### config.mk
export PLATFORM = sky130hd
export DESIGN_NAME = fir_share_arb
export DESIGN_NICKNAME = d
export VERILOG_FILES = /design/src/rtl/fir_share_arb_pkg.sv /design/src/rtl/fir_share_arb_rr_arbiter.sv /design/src/rtl/fir_share_arb.sv
export SDC_FILE = /design/constraint.sdc
export NUM_CORES = 1
export LEC_CHECK = 0
export CAP_MARGIN = 10
export CORE_AREA = 2 2 101 103
export CTS_CLUSTER_DIAMETER = 50
export CTS_CLUSTER_SIZE = 25
export DETAILED_ROUTE_END_ITERATION = 12
export DIE_AREA = 0 0 103 105
export PLACE_DENSITY = 0.58
export SLEW_MARGIN = 0
export SYNTH_ARGS = -nofsm -noshare
export SYNTH_HDL_FRONTEND = slang
export SYNTH_SLANG_ARGS = --single-unit
### constraint.sdc
create_clock -name clk -period 3.4 [get_ports clk]
set_clock_uncertainty 0.2 [all_clocks]
set_input_delay 0.85 -clock clk [delete_from_list [all_inputs] [get_ports clk]]
set_output_delay 0.85 -clock clk [all_outputs]
set_load 0.02 [all_outputs]
### src/rtl/fir_share_arb_pkg.sv
// rtl/fir_share_arb_pkg.sv - shared constants, FSM states and helpers for the shared FIR arbiter
package fir_share_arb_pkg;
  localparam int Q_W = 16;

  typedef enum logic [2:0] {
    ST_IDLE   = 3'd0,
    ST_FLUSH  = 3'd1,
    ST_STREAM = 3'd2,
    ST_PAD    = 3'd3,
    ST_DRAIN  = 3'd4
  } state_t;

  function automatic bit legal_taps(input int t);
    return (t == 4) || (t == 8) || (t == 16) || (t == 32);
  endfunction
endpackage

### src/rtl/fir_share_arb_rr_arbiter.sv
// rtl/fir_share_arb_rr_arbiter.sv - combinational round-robin pick of the first request at or after ptr
module fir_share_arb_rr_arbiter #(
  parameter int NCH = 4
) (
  input  logic [NCH-1:0]         req,
  input  logic [$clog2(NCH)-1:0] ptr,
  output logic [NCH-1:0]         grant,
  output logic [$clog2(NCH)-1:0] idx
);
  localparam int IW = $clog2(NCH);

  logic [IW-1:0] w_c;
  logic          w_found;

  always_comb begin
    grant   = '0;
    idx     = '0;
    w_found = 1'b0;
    w_c     = '0;
    for (int k = 0; k < NCH; k++) begin
      w_c = IW'((int'(ptr) + k) % NCH);
      if (!w_found && req[w_c]) begin
        w_found    = 1'b1;
        grant[w_c] = 1'b1;
        idx        = w_c;
      end
    end
  end
endmodule

### src/rtl/fir_share_arb.sv
// rtl/fir_share_arb.sv - time-shares one fir8 among NCH requesters, one flushed block per grant
module fir_share_arb
  import fir_share_arb_pkg::*;
#(
  parameter int NCH       = 4,
  parameter int TAPS      = 8,
  parameter int PIPELINE  = 0,
  parameter int BLOCK_LEN = 32
) (
  input  logic                   clk,
  input  logic                   rst,
  input  logic [NCH-1:0]         req,
  input  logic [NCH*Q_W-1:0]     in_data,
  input  logic [NCH-1:0]         in_valid,
  output logic [NCH-1:0]         in_ready,
  output logic [NCH-1:0]         grant,
  output logic                   busy,
  output logic                   fir_rst,
  output logic [Q_W-1:0]         fir_sample,
  output logic                   fir_valid,
  input  logic                   fir_ready,
  input  logic [Q_W-1:0]         fir_out,
  input  logic                   fir_out_valid,
  output logic [Q_W-1:0]         out_data,
  output logic                   out_valid,
  output logic [$clog2(NCH)-1:0] out_ch,
  output logic                   out_last
);
  localparam int IW  = $clog2(NCH);
  localparam int CW  = $clog2(BLOCK_LEN + 1);
  localparam int EXP = BLOCK_LEN - TAPS + 1;

  if (NCH < 2 || NCH > 8) begin : g_bad_nch
    $error("fir_share_arb: NCH must be 2..8");
  end
  if (!legal_taps(TAPS)) begin : g_bad_taps
    $error("fir_share_arb: TAPS must be 4, 8, 16 or 32");
  end
  if (PIPELINE != 0 && PIPELINE != 1) begin : g_bad_pipe
    $error("fir_share_arb: PIPELINE must be 0 or 1");
  end
  if (BLOCK_LEN < TAPS || BLOCK_LEN > 1024) begin : g_bad_len
    $error("fir_share_arb: BLOCK_LEN must be TAPS..1024");
  end

  state_t         r_state, w_state_nxt;
  logic [NCH-1:0] r_grant;
  logic [IW-1:0]  r_gidx, r_ptr;
  logic [CW-1:0]  r_in_cnt, r_out_cnt;
  logic [Q_W-1:0] r_out_data;
  logic [IW-1:0]  r_out_ch;
  logic           r_out_valid, r_out_last;

  logic [NCH-1:0] w_arb_grant;
  logic [IW-1:0]  w_arb_idx;
  logic [Q_W-1:0] w_sel;
  logic           w_accept, w_res, w_done;

  fir_share_arb_rr_arbiter #(.NCH(NCH)) u_rr (
    .req   (req),
    .ptr   (r_ptr),
    .grant (w_arb_grant),
    .idx   (w_arb_idx)
  );

  always_comb begin
    w_sel = '0;
    for (int c = 0; c < NCH; c++) begin
      if (r_gidx == IW'(c)) w_sel = in_data[c*Q_W +: Q_W];
    end
  end

  assign w_accept = (r_state == ST_STREAM) && in_valid[r_gidx] && fir_ready;
  assign w_done   = (r_out_cnt == CW'(EXP));
  // Results only count while a block owns the filter; FLUSH swallows the pad's leftover window.
  assign w_res    = fir_out_valid &&
                    ((r_state == ST_STREAM) || (r_state == ST_PAD) || (r_state == ST_DRAIN));

  always_ff @(posedge clk) begin
    if (rst) r_state <= ST_IDLE;
    else     r_state <= w_state_nxt;
  end

  always_comb begin
    w_state_nxt = r_state;
    in_ready    = '0;
    fir_valid   = 1'b0;
    fir_sample  = '0;
    case (r_state)
      ST_IDLE:   if (|req) w_state_nxt = ST_FLUSH;
      ST_FLUSH:  w_state_nxt = ST_STREAM;
      ST_STREAM: begin
        in_ready[r_gidx] = fir_ready;
        fir_valid        = w_accept;
        fir_sample       = w_sel;
        if (w_accept && r_in_cnt == CW'(BLOCK_LEN - 1)) w_state_nxt = ST_PAD;
      end
      ST_PAD: begin
        fir_valid   = 1'b1;
        w_state_nxt = ST_DRAIN;
      end
      ST_DRAIN:  if (w_done) w_state_nxt = ST_IDLE;
      default:   w_state_nxt = ST_IDLE;
    endcase
  end

  always_ff @(posedge clk) begin
    if (rst) begin
      r_grant     <= '0;
      r_gidx      <= '0;
      r_ptr       <= '0;
      r_in_cnt    <= '0;
      r_out_cnt   <= '0;
      r_out_data  <= '0;
      r_out_ch    <= '0;
      r_out_valid <= 1'b0;
      r_out_last  <= 1'b0;
    end else begin
      r_out_valid <= w_res;
      r_out_last  <= w_res && (r_out_cnt == CW'(EXP - 1));
      if (w_res) begin
        r_out_data <= fir_out;
        r_out_ch   <= r_gidx;
        r_out_cnt  <= r_out_cnt + 1'b1;
      end
      case (r_state)
        ST_IDLE: begin
          if (|req) begin
            r_grant <= w_arb_grant;
            r_gidx  <= w_arb_idx;
          end
        end
        ST_FLUSH: begin
          r_in_cnt  <= '0;
          r_out_cnt <= '0;
        end
        ST_STREAM: if (w_accept) r_in_cnt <= r_in_cnt + 1'b1;
        ST_DRAIN: begin
          if (w_done) begin
            r_ptr   <= (r_gidx == IW'(NCH - 1)) ? '0 : r_gidx + 1'b1;
            r_grant <= '0;
          end
        end
        default: ;
      endcase
    end
  end

  assign grant    = r_grant;
  assign busy     = (r_state != ST_IDLE);
  assign fir_rst  = rst || (r_state == ST_FLUSH);
  assign out_data = r_out_data;
  assign out_valid = r_out_valid;
  assign out_ch   = r_out_ch;
  assign out_last = r_out_last;
endmodule

==> run summary, run 1 <==
The static leakage was 1.71 nW; the die height was 105 um. The fraction of the cycle the final worst path needs was 98.5%. For the worst setup path, the data required time is 2.35 ns. The tools report the largest net degree at the start of global routing as 34. For the final layout net count, the log shows 603. The post-synth net total is 468, and the detailed-placement wirelength estimate is 7210 um. The library cell used most frequently in the layout, excluding fill and tap cells, is sky130_fd_sc_hd__clkdlybuf4s50_1.

In this run the remaining antenna-violating nets after routing total 0. The max-slew violation total from the final report is 0, and the switching power total is 0.804 mW. For the antenna cell count, the log shows 0. The root buffer cell chosen for the clock tree is sky130_fd_sc_hd__clkbuf_8. After clock tree synthesis, the clock-pin slew on the worst setup and hold paths is 0.08 ns. Net switching is 38.9% of the power.

The startpoint type of the worst setup path is an input port. TritonCTS built the clock tree. The largest fanout on the critical path is 6, and the total CTS buffers is 5. The congestion estimate from routability-driven global placement came to 0.834.

During synthesis, Yosys emitted a total of 0 warnings. Cell internal power was estimated by the tool at 1.26 mW. Sequential cells account for 28.7% of the total power. For this run, the leading register cell type out of synthesis is sky130_fd_sc_hd__dfxtp_1. The total of endpoints with negative setup slack in the final report was 0; the routed via count was 3,046.

For the count of unresolved DRC violations after routing, the log shows 0. The floorplan step defined a die boundary enclosing 0.0108 mm^2. The floorplan has 36 rows. In the final routed layout, each cell accounts on average for 14.6 um.

Measured against its own limit, the worst slew margin works out to 43.6%. A synthesized cell averages 7.90 um^2. In this run, the number of DRC markers left after iteration 0 of detailed routing was 117.

The ratio of cells with drive above 1 in the final layout is 8.25%, and the aggregate global routing overflow is 0. Across every metal layer, demand over resource in global routing totals 17.2%. In this run the standard cell core region covers 0.00964 mm^2.

The tools report the number of instances in the synthesized netlist as 361. The total length of routed wires came out at 9180 um. The tools report the total placed instance area as 0.00443 mm^2. The initial antenna violation count came out at 0.

The smallest clock period supported by the final layout is computed as 3.35 ns. Across all register-to-register paths, the minimum setup slack is 0.85 ns. The logs give 30.2% for the post-synthesis sequential area ratio and 0.29 ns for the clock insertion delay at the later pin of the skew report. The tools report the number of maximum-capacitance violations as 0. The worst vdd rail ir drop was 0.000172 V. The clock passes through at most 2 buffers. Port buffering added 138 buffers. The count of hold-fix buffers inserted at cts was 0; the number of global-route vias before repair was 2,949.

The fmax is 298 MHz. The flow ran to the end, and the final reports show no timing, DRC or antenna violations. The logs give 43 for the clock sink count and 29.6% for the initial cell density of the core. The first global-routing pass estimated 14,900 um of wire. From synthesis to final layout, the design area changed by 58.4%.

The portion of total power attributed to combinational logic came out at 54.3%. Total negative slack for setup checks: 0 ns. The area of the mapped netlist came out at 0.00285 mm^2. During I/O placement, the number of pins put on the boundary was 139. Setup repair after global routing left no endpoint under its margin. Synthesis instantiated 46 different standard cells from the library. In this run, the clock network consumes 17.0% of the power. By startpoint and endpoint, the worst setup path is classified as input port to output pin.

Leaving out fill and tap cells, the most frequent cells in the layout are 121 x sky130_fd_sc_hd__clkdlybuf4s50_1, 51 x sky130_fd_sc_hd__nand2_1, 45 x sky130_fd_sc_hd__a21oi_1. The power density normalized to cell area works out to 457 mW/mm^2. In this run, synthesis inferred 0 flip-flops with an integrated enable.

The H-tree depth is 2. The arrival time of data at the critical path endpoint was 2.30 ns; the number of failing hold endpoints at the final stage was 0. The proportion of register bits with asynchronous set or reset after synthesis is 0%, and the average via count per standard cell is 4.83.

The post-route cell area is 0.00452 mm^2, and the horizontal die dimension is 103 um. Synthesis inferred 43 register bits. For the pin with the worst max-slew slack, the measured transition is 0.841 ns. STA classifies the critical path endpoint as an output pin. The type of the tightest min-delay check was flip-flop to flip-flop.

The first detailed-routing pass ran for 4 iterations.
logic make-up (layout without fill, tap and decap cells):
group | Yosys count | in the layout | share of synthesized area, %
AOI/OAI and AO/OA | 93 | 93 | 22.2
xor gates and xnor gates | 8 | 8 | 2.46
adders and majority gates | 15 | 15 | 6.58
buffers and inverters | 34 | 170 | 5.09
DFF | 43 | 43 | 30.2
muxes | 11 | 11 | 6.05
and+or+nand+nor | 157 | 157 | 27.4
worst max-delay path, stage by stage:
cell	delay [ns]
sky130_fd_sc_hd__clkdlybuf4s50_1	0.60
sky130_fd_sc_hd__and3_1	0.20
sky130_fd_sc_hd__clkdlybuf4s50_1	0.65
metrics by stage:
step	power, mW	setup WS [ns]	hold WS (ns)	utilization [%]	cells
final	2.07	0.0497	0.254	46.9	630
after global routing	2.22	0.00966	0.277	46.9	630
after CTS	2.09	0.00168	0.258	46.8	630
after detailed placement	1.76	-0.120	0.246	45.9	622
after global placement	1.74	-0.120	0.241	45.9	622
after floorplan	1.29	0.425	0.266	-	361
cell type report:
class                      count  area (um^2)
inverter                       6         22.5
multi-input combinational    284         1850
tap                          133          166
fill                         989         5120
clock buffer                   8          100
timing repair buffer         156         1520
sequential                    43          861
synth_stat cells (4+ instances only):
cell | count | area share [%]
sky130_fd_sc_hd__nand3_1 | 5 | 0.88
sky130_fd_sc_hd__clkbuf_1 | 18 | 2.4
sky130_fd_sc_hd__a221oi_1 | 16 | 4.9
sky130_fd_sc_hd__ha_1 | 15 | 6.6
sky130_fd_sc_hd__mux4_2 | 5 | 3.9
sky130_fd_sc_hd__o21ai_1 | 4 | 0.70
sky130_fd_sc_hd__and3_1 | 5 | 1.1
sky130_fd_sc_hd__mux2i_1 | 6 | 2.1
sky130_fd_sc_hd__a22o_1 | 5 | 1.5
sky130_fd_sc_hd__a311oi_2 | 5 | 2.6
sky130_fd_sc_hd__nor2_1 | 32 | 4.2
sky130_fd_sc_hd__a21oi_1 | 45 | 7.9
sky130_fd_sc_hd__nand2_1 | 51 | 6.7
sky130_fd_sc_hd__xnor2_1 | 6 | 1.8
sky130_fd_sc_hd__nand2b_1 | 5 | 1.1
sky130_fd_sc_hd__inv_1 | 6 | 0.79
sky130_fd_sc_hd__a22oi_1 | 6 | 1.6
sky130_fd_sc_hd__dfxtp_1 | 43 | 30
sky130_fd_sc_hd__nor3_1 | 22 | 3.9
sky130_fd_sc_hd__buf_2 | 8 | 1.4
sky130_fd_sc_hd__nor2b_1 | 20 | 4.4
repair_timing:
item | 4_1_cts | 5_1_grt
gates resized for setup | 13 | 4
endpoints found under the setup margin | 13 | 4
pin swaps | 0 | 0
buffers inserted | 0 | 0
flip-flops by register name, indices dropped and copies added (netlist names):
| signal | flops |
|---|---|
| out_last | 1 |
| out_ch | 2 |
| r_in_cnt | 6 |
| grant | 4 |
| r_gidx | 2 |
| r_ptr | 2 |
| r_out_cnt | 6 |
| out_data | 16 |
| r_state | 3 |
| out_valid | 1 |
power groups by stage:
stage	clock network (mW)	registers (mW)	logic (mW)
finish	0.352	0.592	1.12
global route	0.388	0.601	1.23
CTS	0.364	0.593	1.14
detailed placement	0	0.605	1.15
global placement	0	0.603	1.14
floorplan	0	0.649	0.644
per-layer routing:
| metal | part of all wire, % | vias to the layer above | GRT usage, % |
|---|---|---|---|
| met2 | 54 | 40 | 29.9 |
| met4 | 2.6 | 0 | 5.73 |
| li1 | - | 1561 | - |
| met1 | 42 | 1427 | 21.7 |
| met3 | 1.8 | 18 | 2.01 |
| met5 | 0 | - | 0 |
worst paths after layout:
kind | cells past startpoint | startpoint | to
worst max-delay path | 3 | fir_ready | in_ready[0]
worst min-delay path | 2 | out_ch[1] | out_ch[1]
worst max register to register | 8 | r_ptr[1] | r_gidx[1]
worst min register to register | 2 | out_ch[1] | out_ch[1]
Power figures use the tool's default switching activity.
==> run 2: changes to the inputs <==
--- a/config.mk
+++ b/config.mk
@@ -8,9 +8,11 @@
 export CAP_MARGIN = 10
 export CORE_AREA = 2 2 101 103
 export CTS_CLUSTER_DIAMETER = 50
-export CTS_CLUSTER_SIZE = 25
+export CTS_CLUSTER_SIZE = 10
 export DETAILED_ROUTE_END_ITERATION = 12
 export DIE_AREA = 0 0 103 105
+export GPL_TIMING_DRIVEN = 0
+export MAX_ROUTING_LAYER = met4
 export PLACE_DENSITY = 0.58
 export SLEW_MARGIN = 0
 export SYNTH_ARGS = -nofsm -noshare
==> run summary, run 2 (same netlist as run 1, synthesis figures left out) <==
For the relative contribution of the clock network to total power, the log shows 15.3%. The switching share of power was 40.3%. For this run the aggregate overflow at the end of global routing stands at 0. The repair_antennas step left the layout with diodes totalling 0. The total of fill cells in the finished design came out at 987. The logs give 141 for the number of DRC violations after detailed-routing iteration 0 and 55.6% for the portion of total power attributed to combinational logic.

The clock period could shrink to 3.35 ns. Dividing the final minimum period by the clock period gives 98.6%. Routability-driven placement finished with a final weighted congestion of 0.818. The run gives 29.6% as the initial cell density of the core. For this design the top-level I/O count stands at 139. For the overall die area, the log shows 0.0108 mm^2. The type of the tightest min-delay check is flip-flop to flip-flop. The net count of the finished layout is 613.

The worst path meets setup with 0.0490 ns of slack. The most common library cell in the layout ignoring fill and taps was sky130_fd_sc_hd__clkdlybuf4s50_1. The die is 103 um wide.

The tools report the kind of end point of the critical path as an output pin. Traced cell by cell, the critical path runs through buf_4, ha_4, buf_1, a221oi_1, nor3_1, a21oi_1, nor2_1, clkdlybuf4s15_2. Including well taps, the total number of placed cells is 631. In this run, flip-flops and latches consume 29.2% of the power. Global routing consumed, over all layers together, 17.7% of the routing resources. Ratio of cells with drive above 1 in the final layout: 11.8%. For the pin with the worst max-slew slack, the measured transition is 0.624 ns. Summed over all nets, the switching power comes to 0.832 mW. The analysis attributes to cell leakage a power of 1.64 nW. The register with the most flip-flops in the layout has 16 of them. The total CTS buffers is 5, and the arrival time of data at the critical path endpoint is 2.30 ns.

The detailed-placement wirelength estimate is 7630 um, and the total of endpoints with negative setup slack in the final report is 0. Max-slew violation total from the final report: 0. The number of buffers and inverters on the critical path is 3, and the number of global-route vias before repair is 3,001. The count of port buffers added during placement is 137, and the die height is 105 um. The run gives 43 as the clock sink count. In this run the clock root is driven by a sky130_fd_sc_hd__clkbuf_8. Detailed routing inserted a total of 3,084 vias. The floorplan has 36 rows. The run gives 0 as the initial antenna violation count. The clock reaches the later pin of the worst-skew pair after 0.30 ns.

The top cell types in the final layout, fill and taps aside, are 119 x sky130_fd_sc_hd__clkdlybuf4s50_1, 51 x sky130_fd_sc_hd__nand2_1, 45 x sky130_fd_sc_hd__a21oi_1. TritonCTS built the clock tree. In the final routed layout, each cell accounts on average for 14.9 um. The number of maximum-capacitance violations was 0. The number of hold buffers added after CTS was 0. After detailed routing, the total wire length is 9500 um. The largest net degree at the start of global routing was 13. The number of failing hold endpoints at the final stage was 0.

For the worst setup path, the data required time is 2.35 ns. The worst-case hold slack is 0.257 ns. The cell type group with the largest total delay on the critical path is buffers and inverters. The type of the setup path with the least slack is flip-flop to output pin. Relative to the synthesized area, the layout overhead comes to 58.3%.

The internal power of the cells totals 1.23 mW. Setup repair after global routing could not meet its margin everywhere. The delay of the slowest cell on the worst path was 0.43 ns; the worst-case clock buffer depth was 2. The first global-routing pass estimated 14,900 um of wire. The clock tree synthesis step divided the H-tree into 2 levels.

Based on the critical path, the design can be clocked at up to 298 MHz. The run finished with clean final reports. Once detail routing completed, the nets flagged for antenna violations numbered 0.

After clock tree synthesis, the clock-pin slew on the worst setup and hold paths is 0.08 ns. After floorplanning, the core was sized to cover 0.00964 mm^2. Power density normalized to cell area: 457 mW/mm^2.

The first detailed-routing pass ran for 4 iterations. The worst vdd rail ir drop is 0.000179 V. The average via count per standard cell was 4.82; the overall power was 2.06 mW. Count of non-filler cells in the finished layout: 640. The slowest stage of the critical path belongs to the cell sky130_fd_sc_hd__buf_1.

STA classifies the critical path startpoint as a flip-flop. Of all nets on the critical path, the largest fanout is 10. The logs give 58.0% for the worst slew margin relative to its limit and -0.511 ns for the worst setup slack before clock tree synthesis. The tools report the count of unresolved DRC violations after routing as 0.
[run 2: cell types whose count changed in the layout (fill, tap and decap cells not counted), sizes merged]
cell           change
buf                -2
clkbuf            +18
clkdlybuf4s15      +5
clkdlybuf4s50      -2
clkinv             +1
dlygate4sd2        -7
dlymetal6s2s       -3
[run 2: metal layers]
metal,GRT usage [%],part of all wire [%],vias to the layer above
li1,-,-,1575
met1,22.2,43,1461
met2,30.2,54,37
met3,2.01,1.9,11
met4,4.23,1.3,0
met5,-,0,-
[run 2: path summary, 6_finish.rpt]
path	startpoint	end	slack [ns]	depth (start not counted)
hold reg to reg	out_data[12]	out_data[12]	0.26	2
setup / recovery	r_gidx[0]	fir_sample[13]	0.05	8
setup reg to reg	r_ptr[1]	r_gidx[1]	0.66	8
hold / removal	out_data[12]	out_data[12]	0.26	2
[run 2: final cells by class]
class                      instances  area [um^2]  share of cell area, %
timing repair buffer             140         1370                   30.2
buffer                            26          128                   2.83
sequential                        43          868                   19.2
clock buffer                       7         76.3                   1.69
inverter                           6         22.5                  0.499
clock inverter                     1         5.00                  0.111
tap                              133          166                   3.69
multi-input combinational        284         1880                   41.7
[run 2: repair_timing]
item                                    in CTS  in global routing
resized for setup                           46                 19
endpoints found under the setup margin      21                 17
pin swaps                                    0                  0
buffers inserted                             0                  3
[run 2: worst min-delay path: cells and delay by family, from the launching register on]
family | cells | cell delay, ns
AOI/OAI and AO/OA | 1 | 0.05
and+or+nand+nor | 1 | 0.05
DFF | 1 | 0.31
[run 2: power groups by stage]
| stage | registers, mW | clock network (mW) | logic (mW) |
|---|---|---|---|
| 2_1_floorplan | 0.649 | 0 | 0.644 |
| 3_3_place_gp | 0.610 | 0 | 1.12 |
| 3_5_place_dp | 0.612 | 0 | 1.12 |
| 4_1_cts | 0.603 | 0.325 | 1.12 |
| 5_1_grt | 0.610 | 0.348 | 1.25 |
| 6_report | 0.602 | 0.315 | 1.15 |
[run 2: through the flow]
| stage | util (%) | area, um^2 | TNS (ns) |
|---|---|---|---|
| 2_1_floorplan | - | 2850 | 0 |
| 3_3_place_gp | 45.5 | 4390 | -5.11 |
| 3_5_place_dp | 45.5 | 4390 | -4.82 |
| 4_1_cts | 46.5 | 4480 | 0 |
| 5_1_grt | 46.8 | 4520 | -0.0245 |
| 6_report | 46.8 | 4520 | 0 |
==> run 3: changes to the inputs <==
--- a/config.mk
+++ b/config.mk
@@ -5,6 +5,7 @@
 export SDC_FILE = /design/constraint.sdc
 export NUM_CORES = 1
 export LEC_CHECK = 0
+export ABC_CLOCK_PERIOD_IN_PS = 3400
 export CAP_MARGIN = 10
 export CORE_AREA = 2 2 101 103
 export CTS_CLUSTER_DIAMETER = 50
==> results of run 3 <==
Final layout, timing and power as in run 2 (identical DEF).
